===== src/rtl/note_sequencer.sv =====
`default_nettype none
// ============================================================================
//  Module      : note_sequencer
//  Description : Memory-mapped note sequencer for the square-wave audio unit.
//                Software pushes {dur, half-period} words into a FIFO. Each
//                note's half-period is written to the audio unit, held for
//                dur ticks of TICK_DIV clocks, and the unit is silenced when
//                the queue drains or playback is aborted.
//  Ports       : clk, rst_n (async, active-low)
//                addr/wdata/wenable : peripheral bus write port
//                rdata              : combinational read data (NOTE/CTRL/REMAIN)
//                aud_wdata/aud_wenable : registered write port to audio unit
//                irq                : queue-drained interrupt (NOTE_SEQ_IRQ_EN)
//  Options     : `define NOTE_SEQ_IRQ_EN to build the irq port and irq_en bit.
//  Revision    : 1.0  initial release
// ============================================================================
module note_sequencer #(
    parameter int DEPTH    = 8,
    parameter int TICK_DIV = 50000
) (
    input  logic        clk,
    input  logic        rst_n,
    input  logic [1:0]  addr,
    input  logic [31:0] wdata,
    input  logic        wenable,
    output logic [31:0] rdata,
    output logic [31:0] aud_wdata,
    output logic        aud_wenable
`ifdef NOTE_SEQ_IRQ_EN
    ,
    output logic        irq
`endif
);

    localparam int AW = $clog2(DEPTH);
    localparam int PW = $clog2(TICK_DIV);

    localparam logic [AW:0]   c_DEPTH_CNT = (AW+1)'(DEPTH);
    localparam logic [AW:0]   c_CNT_ONE   = (AW+1)'(1);
    localparam logic [AW-1:0] c_PTR_ONE   = AW'(1);
    localparam logic [PW-1:0] c_PRE_ONE   = PW'(1);
    localparam logic [PW-1:0] c_TICK_LAST = PW'(TICK_DIV - 1);
    // PLAY is one cycle shorter than dur*TICK_DIV because the LOAD cycle
    // completes the period, so the last PLAY cycle is one before the wrap.
    localparam logic [PW-1:0] c_TICK_PEN  = PW'(TICK_DIV - 2);

    typedef enum logic [1:0] {
        S_IDLE    = 2'd0,
        S_LOAD    = 2'd1,
        S_PLAY    = 2'd2,
        S_SILENCE = 2'd3
    } state_t;

    state_t         state_q, state_d;
    logic [31:0]    mem_q [DEPTH];
    logic [AW-1:0]  wr_ptr_q, rd_ptr_q;
    logic [AW:0]    count_q, count_d;
    logic           en_q;
    logic           ovf_q;
    logic [11:0]    remain_q, remain_d;
    logic [PW-1:0]  presc_q, presc_d;
    logic [31:0]    aud_wdata_q, aud_wdata_d;
    logic           aud_wenable_q, aud_wenable_d;

    logic           w_note_wr, w_ctrl_wr, w_flush, w_en_clr, w_abort;
    logic           w_empty, w_full, w_pop, w_push;
    logic           w_tick_wrap, w_note_end, w_irq_en;
    logic [31:0]    w_head;
    logic [11:0]    w_head_dur;

    assign w_note_wr   = wenable && (addr == 2'd0);
    assign w_ctrl_wr   = wenable && (addr == 2'd1);
    assign w_flush     = w_ctrl_wr && wdata[1];
    assign w_en_clr    = w_ctrl_wr && !wdata[0];
    assign w_abort     = w_flush || w_en_clr;
    assign w_empty     = (count_q == '0);
    assign w_full      = (count_q == c_DEPTH_CNT);
    // A pop frees a slot in the same cycle, so a push while full still lands.
    assign w_push      = w_note_wr && (!w_full || w_pop);
    assign w_head      = mem_q[rd_ptr_q];
    assign w_head_dur  = w_head[31:20];
    assign w_tick_wrap = (presc_q == c_TICK_LAST);
    assign w_note_end  = (remain_q == 12'd1) && (presc_q == c_TICK_PEN);

    // ------------------------------------------------------------------
    // Sequencer FSM: next state, timers and audio write
    // ------------------------------------------------------------------
    always_comb begin
        state_d       = state_q;
        remain_d      = remain_q;
        presc_d       = presc_q;
        aud_wdata_d   = aud_wdata_q;
        aud_wenable_d = 1'b0;
        w_pop         = 1'b0;
        case (state_q)
            S_IDLE: begin
                remain_d = 12'd0;
                presc_d  = '0;
                // A CTRL write landing in this cycle (disable or flush)
                // must not start a note with stale enable state.
                if (en_q && !w_empty && !w_abort) begin
                    state_d = S_LOAD;
                end
            end
            S_LOAD: begin
                w_pop         = !w_empty;
                aud_wdata_d   = {12'd0, w_head[19:0]};
                aud_wenable_d = 1'b1;
                remain_d      = (w_head_dur == 12'd0) ? 12'd1 : w_head_dur;
                presc_d       = '0;
                state_d       = S_PLAY;
                if (w_abort) begin
                    remain_d = 12'd0;
                    state_d  = S_SILENCE;
                end
            end
            S_PLAY: begin
                if (w_abort) begin
                    remain_d = 12'd0;
                    presc_d  = '0;
                    state_d  = S_SILENCE;
                end else if (w_note_end) begin
                    remain_d = 12'd0;
                    presc_d  = '0;
                    state_d  = (en_q && !w_empty) ? S_LOAD : S_SILENCE;
                end else if (w_tick_wrap) begin
                    presc_d  = '0;
                    remain_d = remain_q - 12'd1;
                end else begin
                    presc_d  = presc_q + c_PRE_ONE;
                end
            end
            S_SILENCE: begin
                remain_d      = 12'd0;
                presc_d       = '0;
                aud_wdata_d   = 32'd0;
                aud_wenable_d = 1'b1;
                state_d       = w_flush ? S_SILENCE : S_IDLE;
            end
            default: begin
                state_d = S_IDLE;
            end
        endcase
    end

    always_ff @(posedge clk or negedge rst_n) begin
        if (!rst_n) begin
            state_q       <= S_IDLE;
            remain_q      <= 12'd0;
            presc_q       <= '0;
            aud_wdata_q   <= 32'd0;
            aud_wenable_q <= 1'b0;
        end else begin
            state_q       <= state_d;
            remain_q      <= remain_d;
            presc_q       <= presc_d;
            aud_wdata_q   <= aud_wdata_d;
            aud_wenable_q <= aud_wenable_d;
        end
    end

    // ------------------------------------------------------------------
    // Note FIFO
    // ------------------------------------------------------------------
    always_comb begin
        count_d = count_q;
        if (w_push && !w_pop) begin
            count_d = count_q + c_CNT_ONE;
        end else if (!w_push && w_pop) begin
            count_d = count_q - c_CNT_ONE;
        end
    end

    always_ff @(posedge clk or negedge rst_n) begin
        if (!rst_n) begin
            wr_ptr_q <= '0;
            rd_ptr_q <= '0;
            count_q  <= '0;
            ovf_q    <= 1'b0;
        end else if (w_flush) begin
            wr_ptr_q <= '0;
            rd_ptr_q <= '0;
            count_q  <= '0;
            ovf_q    <= 1'b0;
        end else begin
            if (w_push) begin
                wr_ptr_q <= wr_ptr_q + c_PTR_ONE;
            end
            if (w_pop) begin
                rd_ptr_q <= rd_ptr_q + c_PTR_ONE;
            end
            count_q <= count_d;
            if (w_note_wr && !w_push) begin
                ovf_q <= 1'b1;
            end
        end
    end

    always_ff @(posedge clk) begin
        if (w_push) begin
            mem_q[wr_ptr_q] <= wdata;
        end
    end

    // ------------------------------------------------------------------
    // Control register and optional interrupt
    // ------------------------------------------------------------------
    always_ff @(posedge clk or negedge rst_n) begin
        if (!rst_n) begin
            en_q <= 1'b0;
        end else if (w_ctrl_wr) begin
            en_q <= wdata[0];
        end
    end

`ifdef NOTE_SEQ_IRQ_EN
    logic irq_en_q;
    logic irq_q;

    always_ff @(posedge clk or negedge rst_n) begin
        if (!rst_n) begin
            irq_en_q <= 1'b0;
            irq_q    <= 1'b0;
        end else begin
            if (w_ctrl_wr) begin
                irq_en_q <= wdata[2];
            end
            irq_q <= irq_en_q && (state_q == S_IDLE) && w_empty;
        end
    end

    assign w_irq_en = irq_en_q;
    assign irq      = irq_q;
`else
    assign w_irq_en = 1'b0;
`endif

    // ------------------------------------------------------------------
    // Read mux and outputs
    // ------------------------------------------------------------------
    always_comb begin
        rdata = 32'd0;
        case (addr)
            2'd1: begin
                rdata[0]    = en_q;
                rdata[1]    = (state_q != S_IDLE);
                rdata[2]    = w_empty;
                rdata[3]    = w_full;
                rdata[4]    = ovf_q;
                rdata[5]    = w_irq_en;
                rdata[15:8] = 8'(count_q);
            end
            2'd2: begin
                rdata[11:0] = remain_q;
            end
            default: begin
                rdata = 32'd0;
            end
        endcase
    end

    assign aud_wdata   = aud_wdata_q;
    assign aud_wenable = aud_wenable_q;

endmodule
`default_nettype wire

===== config.mk =====
export PLATFORM = sky130hd
export DESIGN_NAME = note_sequencer
export DESIGN_NICKNAME = d
export VERILOG_FILES = /design/src/rtl/note_sequencer.sv
export SDC_FILE = /design/constraint.sdc
export NUM_CORES = 1
export LEC_CHECK = 0
export BUFFER_PORTS_ARGS = -buffer_cell sky130_fd_sc_hd__buf_4
export CORE_MARGIN = 3
export CORE_UTILIZATION = 45
export DETAILED_ROUTE_END_ITERATION = 10
export PLACE_DENSITY = 0.65
export SLEW_MARGIN = 10
export SYNTH_ARGS = -nofsm -noshare
export SYNTH_HDL_FRONTEND = slang
export SYNTH_SLANG_ARGS = --single-unit

===== constraint.sdc =====
create_clock -name clk -period 6 [get_ports clk]
set_clock_uncertainty 0.1 [all_clocks]
set_input_delay 0.9 -clock clk [delete_from_list [all_inputs] [get_ports clk]]
set_output_delay 0.9 -clock clk [all_outputs]
set_load 0.02 [all_outputs]

==> impl_results.md, run 1 <==
- Status: complete, no violations
- Max Slew Vio Count: 0
- Inserted Clock Buffers: 35
- Synthesized area: approximately 14,000 µm²
- Clock power share: 0.312
- Syn-to-layout area delta: 14.8%
- Initial antenna violation count: 1
- Worst Setup Start Kind: register
- Area contributors post-synth: edfxtp_1 57%, dfrtp_1 12%, mux4_2 9.3%, mux2i_1 3.5%, buf_4 1.8%
- Boundary pin count: approximately 100
- Antenna diode count: 0
- Unrepaired setup endpoints after global routing: no
- Fmax: 291 MHz
- Slew headroom: 0.241
- Post-synthesis cell count: 849
- Sw Ratio: 0.304
- Detailed router's first-iteration violation count: ~600
- GRT Total Usage: 0.168
- Synth warn: 0
- Crit path cell chain: nand2b_1, a31oi_1, buf_4, nand2b_1, nor3b_2, buf_4
- Max Buffers Root-to-Sink: 3
- Total gr overflow: 0
- Largest delay share family, worst path: flip-flops
- CTS tree: yes
- Internal Power: 0.00462 W
- Fraction of layout cells with a size suffix above 1: 0.228
- Fin worst setup slack: between 2 and 3 ns
- CP arrival: approximately 3.5 ns
- Leak Pwr: 5.38 nW
- HPWL Detailed: 16,800 µm
- Vias post-DR: 7,380
- Global-route wire length before repair: 43,300 µm
- Req. time, crit path: 6.06 ns
- Drt pass-1 iters: 5
- Largest net degree at the start of global routing: 64
- Setup-failing EPs final: 0
- Switching Power: ~0.0020 W
- CP Capture Type: register
- Antenna-violating nets left: 0
- Clock transition at path regs: approximately 0.06 ns
- Worst ir drop on vdd: between 0.00015 and 0.0002 V
- Critical Path Fanout Max: 28
- Port bufs: approximately 70
- Root buffer cell: clkbuf_16
- Sequential area share after synthesis: 0.682
- FP Rows: 62
- Final Hold Viols: 0
- H-tree depth: 2
- Core area: about 29,000 µm²
- Minimum clock period: 3.44 ns
- Comb power frac: 0.245
- Crit path largest cell delay: between 1 and 1.5 ns
- Core Util, Final: 0.533
- Yosys reg bits: ~320
- CP max stage cell: dfrtp_1
- Area leader, netlist: edfxtp_1
- EDFF count, synth: 256
- Die Y: ~180 µm
- # fillers: 2,344
- Synth cell types: ~70
- DRC violations left: 0
- Hold Buf Count CTS: 0
- Clock sinks: between 300 and 400
- Most frequent cells in the layout: 256 x edfxtp_1, 86 x buf_4, 60 x dfrtp_1
- Power Dens Cells: ~430 nW/µm²
- DP Area: ~14,000 µm²
- CTS resizes: 0
- Worst-Margin Slew: about 1.1 ns
- Fin crit share: 0.573
- Post-place setup slack: ~2.5 ns
- Reg power frac: 0.443
- Asr flop ratio synth: 0.197
- WS Path Type: reg -> reg
- WP buf/inv: 2
- Initial Util: 0.464
- Setup Fix Bufs, Post-CTS: 0
- Die area: around 32,000 µm²
- Nets: a little under 1k
- Commonest non-fill, non-tap cell in the layout: edfxtp_1
- Avg Synthesized Cell Area: around 16 µm²
- Global placement routability congestion: approximately 0.82
- Vias in the first global route: around 7.5k
- Maxcap violations: 0
- Post-route design area: between 15,000 and 20,000 µm²
- Clk Latency, worst-skew pair: about 0.53 ns
- Routed len/inst: approximately 20 µm
- HP Class: in -> async
- Post-synth top flop: edfxtp_1
- Die W: 180 µm
- Via density: around 5.5
- Post-Route WL: between 20,000 and 30,000 µm
- Post-synth top area share: 0.566
- Setup tns final: 0 ns
[power by group through the flow]
stage | registers, W | clock network (W) | logic [W]
global route | 0.00299 | 0.00221 | 0.00179
finish | 0.00294 | 0.00207 | 0.00163
detailed placement | 0.00299 | 0 | 0.00164
global placement | 0.00299 | 0 | 0.00161
floorplan | 0.00286 | 0 | 0.00127
CTS | 0.00295 | 0.00212 | 0.00164
[per-stage QoR]
step	instances	hold WS (ns)	power [W]
2_1_floorplan	880	0.367	0.00412
3_3_place_gp	1278	0.394	0.00460
3_5_place_dp	1278	0.400	0.00463
4_1_cts	1341	0.413	0.00671
5_1_grt	1341	0.443	0.00699
6_report	1341	0.386	0.00664
[worst paths after layout]
check	start	endpoint	slack, ns	depth (start not counted)
max	state_q[0]	mem_q[4][24]	2.57	6
min	rst_n	presc_q[10]	0.39	1
max reg2reg	state_q[0]	mem_q[4][24]	2.57	6
min reg2reg	ovf_q	ovf_q	0.41	2
max in group asynchronous	rst_n	rd_ptr_q[0]	4.72	1
min in group clk	ovf_q	ovf_q	0.41	2
[final cells by class]
| cell class | count | area [µm²] | share of cell area |
|---|---|---|---|
| Inverter | 37 | 139 | 0.00891 |
| Clock buffer | 52 | 990 | 0.0635 |
| Tap cell | 384 | 480 | 0.0308 |
| Timing Repair Buffer | 86 | 646 | 0.0414 |
| Clock inverter | 11 | 141 | 0.00907 |
| Sequential cell | 319 | 9270 | 0.595 |
| Multi-Input combinational cell | 452 | 3920 | 0.251 |
[state kept, by name, indices dropped and copies added (netlist names), 2 cells and up]
| register | flops |
|---|---|
| rd_ptr_q | 3 |
| remain_q | 12 |
| aud_wdata | 20 |
| presc_q | 16 |
| wr_ptr_q | 3 |
| mem_q | 256 |
| state_q | 2 |
| count_q | 4 |
[layer usage]
metal | vias to the layer above | part of all wire | track usage
li1 | 3377 | - | -
met1 | 3745 | 0.45 | 0.240
met2 | 216 | 0.47 | 0.268
met3 | 40 | 0.061 | 0.0354
met4 | 2 | 0.017 | 0.0418
met5 | - | 0.00033 | 0
[synthesized netlist by cell type, types with 3 or more instances]
| library cell | instances |
|---|---|
| nor2_1 | 48 |
| nor4_1 | 3 |
| and2_1 | 3 |
| nor3_1 | 20 |
| o31ai_1 | 3 |
| a211oi_1 | 4 |
| buf_2 | 17 |
| mux2i_1 | 48 |
| nand4_1 | 5 |
| mux4_2 | 56 |
| and3_1 | 5 |
| a21oi_1 | 18 |
| buf_1 | 8 |
| o21ai_0 | 16 |
| o22ai_1 | 22 |
| a22oi_1 | 10 |
| buf_4 | 32 |
| clkbuf_1 | 14 |
| xor2_1 | 4 |
| mux2_2 | 4 |
| nor3b_1 | 5 |
| xnor2_1 | 15 |
| nand2_1 | 27 |
| or3_1 | 3 |
| nand2b_1 | 5 |
| nand4b_1 | 3 |
| ha_1 | 11 |
| nand3_1 | 21 |
| dfrtp_1 | 63 |
| edfxtp_1 | 256 |
| inv_1 | 37 |
| nor2b_1 | 15 |
[kinds of logic after synthesis]
kind of cell,count (synthesis),share of synthesized area
buf+inv,109,0.0411
fa+ha+maj,12,0.0116
flops,319,0.682
mux,108,0.132
xor+xnor,19,0.0123
other cells,1,0.000276
compound gates,99,0.0487
simple gates,182,0.0721
No activity file was read; power rests on OpenSTA's default activity.
==> run 2: changes to the inputs <==
==> constraint.sdc (replaced) <==
create_clock -name clk -period 3.2 [get_ports clk]
set_clock_uncertainty 0.1 [all_clocks]
set_input_delay 0.48 -clock clk [delete_from_list [all_inputs] [get_ports clk]]
set_output_delay 0.48 -clock clk [all_outputs]
set_load 0.02 [all_outputs]
==> run 2 against run 1 <==
Against the previous run:
- register-to-register slack worse by 2.0 ns
- largest power group unchanged
- flip-flop and latch count unchanged
- combinational power up 94%
- clock-buffer cell count down 10
- critical path type unchanged
- non-clock buffer count up 13
- setup slack worse by 2.0 ns
==> impl_results.md, run 2 (synthesis gave the netlist of run 1 again) <==
- Vias in the first global route: 7,455 (-0.53%)
- Non-Filler Instances: 1,353 (+0.89%)
- H-tree depth: 2 (unchanged)
- Core Util, Final: 0.537 (+0.00462)
- Total Power: 0.0125 W (+88%)
- Fmax: 385 MHz (+32%)
- Switching Power: 0.00380 W (+88%)
- Commonest non-fill, non-tap cell in the layout: edfxtp_1
- CP arrival: 2.93 ns (-0.57 ns)
- Worst Hold Depth: 1
- Top reg by flops: mem_q
- DRC violations left: 0 (unchanged)
- Routed len/inst: 20.5 µm (+0.61%)
- Largest net degree at the start of global routing: 43 (-33%)
- Sw Ratio: 0.304 (about the same)
- Boundary pin count: 102 (unchanged)
- Clk Latency, worst-skew pair: 0.51 ns (-0.02 ns)
- Status: complete, no violations
- CTS resizes: 0 (unchanged)
- Inserted Clock Buffers: 34 (-2.9%)
- Hold worst-path end: mem_q[6][2]
- Req. time, crit path: 3.53 ns (-2.53 ns)
- WS Path Type: reg -> reg
- Power Dens Cells: 795 nW/µm² (+87%)
- Port bufs: 69 (unchanged)
- Via density: 5.52 (+0.27%)
- Max reg flops: 256 (unchanged)
- Critical Path Fanout Max: 42 (+50%)
- Global-route wire length before repair: 43,700 µm (+0.91%)
- Max Slew Vio Count: 0 (unchanged)
- Maxcap violations: 0 (unchanged)
- Antenna diode count: 0 (unchanged)
- CP Capture Type: register
- Detailed router's first-iteration violation count: 647 (+6.4%)
- Internal Power: 0.00871 W (+88%)
- Clock power share: 0.308 (-0.004)
- Reg power frac: 0.439 (-0.004)
- HPWL Detailed: 17,100 µm (+1.5%)
- Cells after DPL: 1,290 (+0.94%)
- Hold Slack: 0.0947 ns (-0.291 ns)
- Worst Setup Start Kind: register
- Global placement routability congestion: 0.847 (+3.7%)
- Setup-failing EPs final: 0 (unchanged)
- R2R depth: 5 (-1)
- Root buffer cell: clkbuf_16
- Nets: 992 (+1.2%)
- FF-to-FF setup slack: 0.60 ns (-1.96 ns)
- Syn-to-layout area delta: 15.8%
- Post-Route WL: 27,700 µm (+1.5%)
- Die W: 180 µm (unchanged)
- Fraction of layout cells with a size suffix above 1: 0.236 (+0.00853)
- Leak Pwr: 5.44 nW (+1.1%)
- Antenna-violating nets left: 0 (unchanged)
- Setup Fix Bufs, Post-CTS: 0 (unchanged)
- Unrepaired setup endpoints after global routing: no
- Vias post-DR: 7,466 (+1.2%)
- FP Rows: 62 (unchanged)
- Core area: 29,200 µm² (unchanged)
- Minimum clock period: 2.60 ns (-0.836 ns)
- Most frequent cells in the layout: 256 x edfxtp_1, 96 x buf_4, 60 x dfrtp_1
- Comb power frac: 0.253 (+0.008)
- Die area: 32,300 µm² (unchanged)
- CTS tree: yes
- Worst ir drop on vdd: 0.000343 V (+79%)
- Initial antenna violation count: 0 (-1)
- Final Hold Viols: 0 (unchanged)
- Worst Hold Launch: wdata[2]
- GRT Total Usage: 0.171 (+0.00337)
- Fin crit share: 0.812 (+0.240)
- Slew headroom: 0.536 (+0.295)
- Reg2reg start: rd_ptr_q[1]
- Max Buffers Root-to-Sink: 3 (unchanged)
- Clock sinks: 319 (unchanged)
- Drt pass-1 iters: 5 (unchanged)
- Total gr overflow: 0 (unchanged)
- Clock transition at path regs: 0.06 ns (about the same)
- HP Class: in -> reg
- Die Y: 180 µm (unchanged)
- Initial Util: 0.464 (unchanged)
- Worst-Margin Slew: 0.696 ns (-0.440 ns)
- RR Endpoint: remain_q[0]
## run 2: cell count changes in the layout (fill, tap and decap cells not counted), sizes merged
cell / change
clkinv: +5
inv: +2
dlygate4sd3: +1
buf: +12
bufinv: +2
clkbuf: -10
## run 2: final cells by class
type	count	area, µm²
repair buffers	99	771
well taps	384	480
flip-flops and latches	319	9270
multi-input cells	452	3950
clock inverters	20	213
clock buffers	42	891
inverters	37	139
fillers	2277	13500
## run 2: worst max path at each step
stage / startpoint / end / slack (ns) / cells past startpoint
finish: rd_ptr_q[1] / remain_q[0] / 0.60 / 5
global route: count_q[1] / count_q[3] / 0.36 / 9
CTS: rd_ptr_q[1] / remain_q[0] / 0.62 / 5
detailed placement: addr[0] / count_q[3] / 0.55 / 12
global placement: addr[0] / count_q[3] / 0.62 / 12
floorplan: state_q[0] / mem_q[4][0] / -0.06 / 6
## run 2: timing repair
item	CTS	global route
hold endpoints to repair	24	0
setup endpoints to repair	0	0
hold buffers	1	0
## run 2: worst max-delay path: stages, from the launching register on
cell and delay [ns]:
dfrtp_4 0.86, mux4_2 0.58, mux2i_1 0.42, nand2_1 0.11
a211o_1 0.25, o211ai_1 0.16
## run 2: power by group through the flow
stage / registers, W / clock network, W / logic (W)
2_1_floorplan: 0.00535 / 0 / 0.00238
3_3_place_gp: 0.00557 / 0 / 0.00315
3_5_place_dp: 0.00557 / 0 / 0.00317
4_1_cts: 0.00549 / 0.00394 / 0.00319
5_1_grt: 0.00557 / 0.00413 / 0.00345
6_report: 0.00549 / 0.00385 / 0.00317
## run 2: through the flow
stage                     cell area [µm²]  setup slack [ns]  setup TNS (ns)
after global placement              14600             0.619               0
final                               15700             0.601               0
after detailed placement            14600             0.548               0
after CTS                           15700             0.617               0
after global routing                15700             0.356               0
after floorplan                     13700           -0.0561           -2.10
## run 2: layer usage
layer,track usage,routed length (µm),vias up
met3,0.0321,1610,36
met1,0.250,12500,3787
met4,0.0433,442,0
li1,-,-,3408
met5,0,0,-
met2,0.269,13200,235
